--- src/rtl/bcd_mod_counter_pkg.sv ---
// clock_pkg: shared BCD types and helpers for the clock datapath counters.
// Optional down-count support is enabled with BCD_MOD_DOWN_EN.
package clock_pkg;

  localparam int BCD_W      = 4;
  localparam int MAX_DIGITS = 4;

  typedef logic [BCD_W-1:0] bcd_digit_t;
  typedef logic [BCD_W*MAX_DIGITS-1:0] bcd_vec_t;

  typedef enum logic [2:0] {
    ACT_NONE,
    ACT_LOAD,
    ACT_SET_L,
    ACT_SET_H,
    ACT_TICK
  } act_e;

  function automatic bcd_vec_t bin2bcd(
    input int value,
    input int digits
  );
    bcd_vec_t r;
    int v;
    r = '0;
    v = value;
    for (int i = 0; i < MAX_DIGITS; i++) begin
      if (i < digits) begin
        r[i*BCD_W +: BCD_W] = 4'(v % 10);
        v = v / 10;
      end
    end
    return r;
  endfunction

  function automatic int bcd2bin(
    input bcd_vec_t vec,
    input int digits
  );
    int r;
    int w;
    r = 0;
    w = 1;
    for (int i = 0; i < MAX_DIGITS; i++) begin
      if (i < digits) begin
        r = r + int'(vec[i*BCD_W +: BCD_W]) * w;
        w = w * 10;
      end
    end
    return r;
  endfunction

  function automatic logic bcd_is_valid(
    input bcd_vec_t vec,
    input int digits,
    input int modulus
  );
    logic ok;
    ok = 1'b1;
    for (int i = 0; i < MAX_DIGITS; i++) begin
      if (i < digits && vec[i*BCD_W +: BCD_W] > 4'd9)
        ok = 1'b0;
    end
    if (bcd2bin(vec, digits) >= modulus)
      ok = 1'b0;
    return ok;
  endfunction

endpackage

--- src/rtl/bcd_mod_counter_if.sv ---
// Control/status bundle of one BCD modulo counter stage.
// BCD_MOD_DOWN_EN adds the down select and borrow pulse.
interface bcd_mod_counter_if
  import clock_pkg::*;
#(
  parameter int DIGITS = 2
) ();

  logic                    tick;
  logic                    set_L;
  logic                    set_H;
  logic                    load;
  logic [BCD_W*DIGITS-1:0] load_val;
  logic [BCD_W*DIGITS-1:0] bcd;
  logic                    tc;
  logic                    carry;
  logic                    err;

`ifdef BCD_MOD_DOWN_EN
  logic down;
  logic borrow;

  modport master (
    output tick, set_L, set_H,
    output load, load_val, down,
    input  bcd, tc, carry,
    input  err, borrow
  );

  modport slave (
    input  tick, set_L, set_H,
    input  load, load_val, down,
    output bcd, tc, carry,
    output err, borrow
  );
`else
  modport master (
    output tick, set_L, set_H,
    output load, load_val,
    input  bcd, tc, carry, err
  );

  modport slave (
    input  tick, set_L, set_H,
    input  load, load_val,
    output bcd, tc, carry, err
  );
`endif

endinterface

--- src/rtl/bcd_mod_counter_digit.sv ---
// bcd_digit: one BCD digit register with inc/dec, wrap target, clear and force.
// Optional down-count support of the parent is enabled with BCD_MOD_DOWN_EN.
module bcd_digit
  import clock_pkg::*;
#(
  parameter bcd_digit_t INIT = '0
) (
  input  logic       clk_1,
  input  logic       rst,
  input  logic       inc,
  input  logic       dec,
  input  logic       clr,
  input  logic       frc,
  input  bcd_digit_t mx,
  input  bcd_digit_t fv,
  output bcd_digit_t q,
  output logic       co,
  output logic       bo
);

  // mx is the wrap target: inc wraps after it, dec from 0 lands on it
  always_ff @(posedge clk_1) begin
    if (rst)
      q <= INIT;
    else if (frc)
      q <= fv;
    else if (clr)
      q <= '0;
    else if (inc)
      q <= (q == mx) ? '0 : q + 4'd1;
    else if (dec)
      q <= (q == '0) ? mx : q - 4'd1;
  end

  assign co = (q == 4'd9);
  assign bo = (q == '0);

endmodule

--- src/rtl/bcd_mod_counter.sv ---
// Multi-digit BCD modulo counter with carry chain, manual set and checked load.
// Define BCD_MOD_DOWN_EN to add down-counting with a borrow pulse.
module bcd_mod_counter
  import clock_pkg::*;
#(
  parameter int DIGITS  = 2,
  parameter int MODULUS = 24,
  parameter int INIT    = 23
) (
  input logic              clk_1,
  input logic              rst,
  bcd_mod_counter_if.slave bus
);

  localparam int W      = BCD_W * DIGITS;
  localparam int P      = 10 ** (DIGITS - 1);
  localparam int MAXV   = MODULUS - 1;
  localparam int TOPMAX = MAXV / P;

  localparam bcd_vec_t MAX16  = bin2bcd(MAXV, DIGITS);
  localparam bcd_vec_t INIT16 = bin2bcd(INIT, DIGITS);
  localparam logic [W-1:0] MAX_BCD = MAX16[W-1:0];

  if (DIGITS < 1 || DIGITS > MAX_DIGITS ||
      MODULUS < 2 || MODULUS > 10 ** DIGITS ||
      INIT < 0 || INIT >= MODULUS) begin : g_bad_param
    $error("bcd_mod_counter: illegal DIGITS/MODULUS/INIT");
  end

  logic [W-1:0]      q;
  logic [DIGITS-1:0] inc;
  logic [DIGITS-1:0] dec;
  logic [DIGITS-1:0] clr;
  logic [DIGITS-1:0] frc;
  logic [DIGITS-1:0] co;
  logic [DIGITS-1:0] bo;
  logic [W-1:0]      mx;
  logic [W-1:0]      fv;

  bcd_vec_t   cur;
  bcd_vec_t   ldv;
  logic       ld_ok;
  act_e       act;
  bcd_digit_t d0;
  bcd_digit_t top;
  int         val;
  int         rest;
  int         low_v;
  int         nd;
  int         nt;
  logic       dn;
  logic       carry_d;
  logic       carry_q;
  logic       err_d;
  logic       err_q;

`ifdef BCD_MOD_DOWN_EN
  logic borrow_d;
  logic borrow_q;
  assign dn = bus.down;
`else
  assign dn = 1'b0;
`endif

  for (genvar i = 0; i < DIGITS; i++) begin : g_dig
    bcd_digit #(
      .INIT (INIT16[i*BCD_W +: BCD_W])
    ) u_dig (
      .clk_1 (clk_1),
      .rst   (rst),
      .inc   (inc[i]),
      .dec   (dec[i]),
      .clr   (clr[i]),
      .frc   (frc[i]),
      .mx    (mx[i*BCD_W +: BCD_W]),
      .fv    (fv[i*BCD_W +: BCD_W]),
      .q     (q[i*BCD_W +: BCD_W]),
      .co    (co[i]),
      .bo    (bo[i])
    );
  end

  assign cur   = bcd_vec_t'(q);
  assign ldv   = bcd_vec_t'(bus.load_val);
  assign ld_ok = bcd_is_valid(ldv, DIGITS, MODULUS);

  always_comb begin
    act = ACT_NONE;
    if (bus.load)
      act = ACT_LOAD;
    else if (bus.set_L)
      act = ACT_SET_L;
    else if (bus.set_H)
      act = ACT_SET_H;
    else if (bus.tick)
      act = ACT_TICK;
  end

  always_comb begin
    logic lo9;
    logic lo0;
    val     = bcd2bin(cur, DIGITS);
    d0      = q[BCD_W-1:0];
    top     = q[W-1 -: BCD_W];
    rest    = val - int'(d0);
    low_v   = val - int'(top) * P;
    nd      = 0;
    nt      = 0;
    inc     = '0;
    dec     = '0;
    clr     = '0;
    frc     = '0;
    mx      = {DIGITS{4'd9}};
    fv      = '0;
    carry_d = 1'b0;
    err_d   = 1'b0;
`ifdef BCD_MOD_DOWN_EN
    borrow_d = 1'b0;
`endif
    lo9 = 1'b1;
    lo0 = 1'b1;
    unique case (act)
      ACT_NONE: ;
      ACT_LOAD: begin
        if (ld_ok) begin
          frc = '1;
          fv  = bus.load_val;
        end else begin
          err_d = 1'b1;
        end
      end
      ACT_SET_L: begin
        // going down from 0 lands on the largest value the upper digits allow
        if (dn)
          nd = (d0 == 4'd0)
             ? ((MAXV - rest > 9) ? 9 : MAXV - rest)
             : int'(d0) - 1;
        else
          nd = (d0 == 4'd9 || val + 1 >= MODULUS)
             ? 0 : int'(d0) + 1;
        frc[0]          = 1'b1;
        fv[BCD_W-1:0]   = 4'(nd);
      end
      ACT_SET_H: begin
        if (dn)
          nt = (top == 4'd0) ? TOPMAX : int'(top) - 1;
        else
          nt = (top == 4'd9 || int'(top) == TOPMAX)
             ? 0 : int'(top) + 1;
        if (nt * P + low_v >= MODULUS) begin
          frc = '1;
          fv  = MAX_BCD;
        end else begin
          frc[DIGITS-1]     = 1'b1;
          fv[W-1 -: BCD_W]  = 4'(nt);
        end
      end
      ACT_TICK: begin
        if (dn) begin
          if (q == '0) begin
            dec = '1;
            mx  = MAX_BCD;
`ifdef BCD_MOD_DOWN_EN
            borrow_d = 1'b1;
`endif
          end else begin
            for (int i = 0; i < DIGITS; i++) begin
              dec[i] = lo0;
              lo0    = lo0 & bo[i];
            end
          end
        end else if (q == MAX_BCD) begin
          clr     = '1;
          carry_d = 1'b1;
        end else begin
          for (int i = 0; i < DIGITS; i++) begin
            inc[i] = lo9;
            lo9    = lo9 & co[i];
          end
        end
      end
      default: ;
    endcase
  end

  always_ff @(posedge clk_1) begin
    if (rst) begin
      carry_q <= 1'b0;
      err_q   <= 1'b0;
    end else begin
      carry_q <= carry_d;
      err_q   <= err_d;
    end
  end

`ifdef BCD_MOD_DOWN_EN
  always_ff @(posedge clk_1) begin
    if (rst)
      borrow_q <= 1'b0;
    else
      borrow_q <= borrow_d;
  end

  assign bus.borrow = borrow_q;
`endif

  assign bus.bcd   = q;
  assign bus.tc    = dn ? (q == '0) : (q == MAX_BCD);
  assign bus.carry = carry_q;
  assign bus.err   = err_q;

endmodule

--- src/flat_wrapper.sv ---
// flat-port wrapper written by rule: the top's interface ports become plain ports
module bcd_mod_counter_flat import clock_pkg::*;
#(
  parameter int DIGITS  = 2,
  parameter int MODULUS = 24,
  parameter int INIT    = 23
)
  (clk_1, rst, bus_tick, bus_set_L, bus_set_H, bus_load, bus_load_val, bus_bcd, bus_tc, bus_carry, bus_err);
  bcd_mod_counter_if #(.DIGITS(DIGITS)) bus_i ();
  input logic clk_1;
  input logic rst;
  input wire logic [$bits(bus_i.tick)-1:0] bus_tick;
  input wire logic [$bits(bus_i.set_L)-1:0] bus_set_L;
  input wire logic [$bits(bus_i.set_H)-1:0] bus_set_H;
  input wire logic [$bits(bus_i.load)-1:0] bus_load;
  input wire logic [$bits(bus_i.load_val)-1:0] bus_load_val;
  output wire logic [$bits(bus_i.bcd)-1:0] bus_bcd;
  output wire logic [$bits(bus_i.tc)-1:0] bus_tc;
  output wire logic [$bits(bus_i.carry)-1:0] bus_carry;
  output wire logic [$bits(bus_i.err)-1:0] bus_err;
  assign bus_i.tick = bus_tick;
  assign bus_i.set_L = bus_set_L;
  assign bus_i.set_H = bus_set_H;
  assign bus_i.load = bus_load;
  assign bus_i.load_val = bus_load_val;
  assign bus_bcd = bus_i.bcd;
  assign bus_tc = bus_i.tc;
  assign bus_carry = bus_i.carry;
  assign bus_err = bus_i.err;
  bcd_mod_counter #(.DIGITS(DIGITS), .MODULUS(MODULUS), .INIT(INIT)) u_core (.clk_1(clk_1), .rst(rst), .bus(bus_i));
endmodule
--- config.mk ---
export PLATFORM = sky130hd
export DESIGN_NAME = bcd_mod_counter_flat
export DESIGN_NICKNAME = d
export VERILOG_FILES = /design/src/rtl/bcd_mod_counter_pkg.sv /design/src/rtl/bcd_mod_counter_if.sv /design/src/rtl/bcd_mod_counter_digit.sv /design/src/rtl/bcd_mod_counter.sv /design/src/flat_wrapper.sv
export SDC_FILE = /design/constraint.sdc
export NUM_CORES = 1
export LEC_CHECK = 0
export ABC_AREA = 0
export CAP_MARGIN = 10
export CORE_ASPECT_RATIO = 1.1
export CORE_UTILIZATION = 30
export CTS_BUF_LIST = sky130_fd_sc_hd__clkbuf_4
export CTS_CLUSTER_DIAMETER = 50
export DETAILED_ROUTE_END_ITERATION = 6
export DONT_BUFFER_PORTS = 1
export MAX_ROUTING_LAYER = met4
export SKIP_LAST_GASP = 1
export SYNTH_ARGS = -nofsm -noshare
export SYNTH_HDL_FRONTEND = slang
export SYNTH_SLANG_ARGS = --single-unit
--- constraint.sdc ---
create_clock -name clk_1 -period 12.7 [get_ports clk_1]
set_clock_uncertainty 0.15 [all_clocks]
set_input_delay 2.54 -clock clk_1 [delete_from_list [all_inputs] [get_ports clk_1]]
set_output_delay 2.54 -clock clk_1 [all_outputs]
set_load 0.05 [all_outputs]
==> reports/results.txt <==
Status = complete, no violations
Slew Viols, Final = 0
Synth Cell Area = 2010 um2
Fin. Hold Viols = 0
Logic pwr share = 77.6%
Worst VDD drop = 0.0466 mV
Setup TNS = 0 ps
Crit-path max FO = 12
Share of cells above drive strength 1 = 3.49%
RSZ-0062 raised after global routing = false
Antenna violations before repair = 0
Synth area leaders = ha_1 21%, dfxtp_1 9.9%, fa_1 7.0%, nand2_1 4.5%, nor2_1 4.3%
Main synth FF type = dfxtp_1
Sw frac = 51.5%
Final Cycle Share = 45.9%
Post-DR vias/cell = 5.36
CP required = 12720 ps
WL final = 4980 um
Initial core utilization = 31.8%
DR WL/cell = 14.7 um
Site Rows = 30
Vias = 1810
CTS clk-pin slew, worst paths = 70 ps
Total clock sinks = 10
Number of synthesized flops with an enable pin = 0
Sequential Power Share = 15.6%
Die height = 87.9 um
Number of DRC markers in iteration 0 = 97
Mux cell area share after synthesis = 4.53%
Synth area leader = ha_1
Crit path DAT = 5840 ps
Switching power = 173 uW
Clock power share = 6.8%
Antenna-violating nets left = 0
Number of setup buffers added after CTS = 0
Final #Nets = 314
Pre-CTS setup slack = 6930 ps
Commonest cells after routing, fill and taps aside = 34 x ha_1, 24 x nand2_1, 23 x nor2_1
Post-synthesis xor/xnor area fraction = 7.39%
CTS tree = done
Final setup viols = 0
Crit path setup slack, layout = 6880 ps
Avg Inst Size Synth = 7.81 um2
Met2 usage = 26.8%
Dpl hpwl = 4240 um
Hold WS = 785 ps
# hold bufs at CTS = 0
N_diodes = 0
Min-Delay Path Class = reg -> reg
Met1 GRT Util = 18.1%
PD cells = 158 nW/um2
Root buffer cell = clkbuf_4
CTS Buf Count = 3
Adder-cell area share of the yosys netlist = 28.1%
Compound-gate portion of the synthesized area = 20.1%
Synth Net Count = 313
DRC viols = 0
Die width = 80.1 um
I/O Buffers = 0
Synth cell types = 46
First-pass GRT wire length = 8170 um
Die area = 7050 um2
Syn Inst Count = 258
GRT Residual Overflow = 0
CP Launch Type = flop
Largest family of logic cells by synthesized area = adder cells
Post-CTS resize count = 0
FF+latch count, synth = 10
Htree depth = 1
Vias in the first global route = 1794
Commonest non-fill, non-tap cell in the layout = ha_1
Gp weighted congestion = 0.873
Post-synth top area share = 21.1%
Seq/Total Area, Yosys = 9.94%
Tmin final = 5820 ps
Core footprint = 6340 um2
Met3 Usage GRT = 2.50%
Clock tree buffer depth = 2
Largest net degree at the start of global routing = 15
Fraction of the mapped netlist area in simple logic gates = 25.0%
Max-slew headroom = 38.2%
GR peak layer = met2
GRT Resource Usage Total = 15.0%
Least-Margin Pin Slew = 926 ps
Fmax = 0.172 GHz
Synth async-reset ratio = 0%
Int Pwr = 163 uW
Yosys warning total = 0
Maxcap violations = 0
Router iterations before antenna repair = 6
Clock latency on the worst-skew pair = 270 ps
Static leakage = 0.00102 uW
Setup crit end kind = flop
Layout area overhead = 5.71%
Top Ports = 25
Worst setup path class = reg -> reg
[critical path: stages, from the launching register on]
cell	delay, ps
dfxtp_1	920
inv_1	230
ha_1	270
mux2i_1	250
nor2_1	190
nor2_1	220
ha_1	250
ha_1	210
fa_1	490
xor2_1	190
ha_1	380
o21ai_0	220
nor2_1	60
nor3_1	190
nor2_1	70
nor2_1	90
ha_1	230
nand3b_1	80
a2111oi_0	50
and3b_1	210
a311o_1	320
and3_1	170
a221o_1	290
[flip-flops by register name, indices dropped and copies added (netlist names)]
name / count
u_core.g_dig.u_dig.q: 8
u_core.bus.carry: 1
u_core.bus.err: 1
[power by group through the flow]
stage / registers, uW / logic (uW) / clock network (uW)
floorplan: 50.2 / 214 / 0
global placement: 53.2 / 259 / 0
detailed placement: 53.2 / 259 / 0
CTS: 52.5 / 261 / 23.4
global route: 53.6 / 292 / 25.4
finish: 52.4 / 261 / 22.9
[layout make-up]
type | instances | area, um2
Multi-Input combinational cell | 221 | 1710
Clock buffer | 3 | 22.5
Fill cell | 670 | 4210
Sequential cell | 10 | 200
Tap cell | 80 | 100
Timing Repair Buffer | 1 | 7.51
Clock inverter | 1 | 3.75
Inverter | 22 | 82.6
[logic make-up (layout without fill, tap and decap cells)]
group,count (synthesis),in the layout
DFF,10,10
AOI/OAI and AO/OA,57,57
buffers and inverters,27,27
muxes,9,9
adders and majority gates,41,41
and+or+nand+nor,97,97
xor gates and xnor gates,17,17
[synthesized netlist by cell type (8+ instances only)]
cell	n
ha_1	34
nand2_1	24
nor2_1	23
inv_1	22
o21ai_0	13
a21o_1	10
dfxtp_1	10
a21oi_1	9
and3_1	9
nand3_1	9
xnor2_1	9
mux2i_1	8
xor2_1	8
[through the flow]
stage                     instances  utilization [%]  power (uW)  area [um2]
after CTS                       338             33.6         337        2130
after global routing            338             33.6         371        2130
after floorplan                 258                -         264        2010
final                           338             33.6         336        2130
after detailed placement        334             33.2         312        2100
after global placement          334             33.2         312        2100
[per-layer routing]
metal	up-vias	share of wire [%]
met2	22	49
met5	-	0
li1	926	-
met4	0	0.44
met1	860	46
met3	2	3.7
[worst paths after layout]
kind / slack, ps / startpoint / to / cells past startpoint
max: 6880 / u_core.g_dig[1].u_dig.q[0] / u_core.g_dig[0].u_dig.q[2] / 22
min: 780 / u_core.g_dig[1].u_dig.q[1] / u_core.g_dig[1].u_dig.q[1] / 2
max reg2reg: 6880 / u_core.g_dig[1].u_dig.q[0] / u_core.g_dig[0].u_dig.q[2] / 22
min reg2reg: 780 / u_core.g_dig[1].u_dig.q[1] / u_core.g_dig[1].u_dig.q[1] / 2
Note: power is estimated with default switching activity, not from simulation.
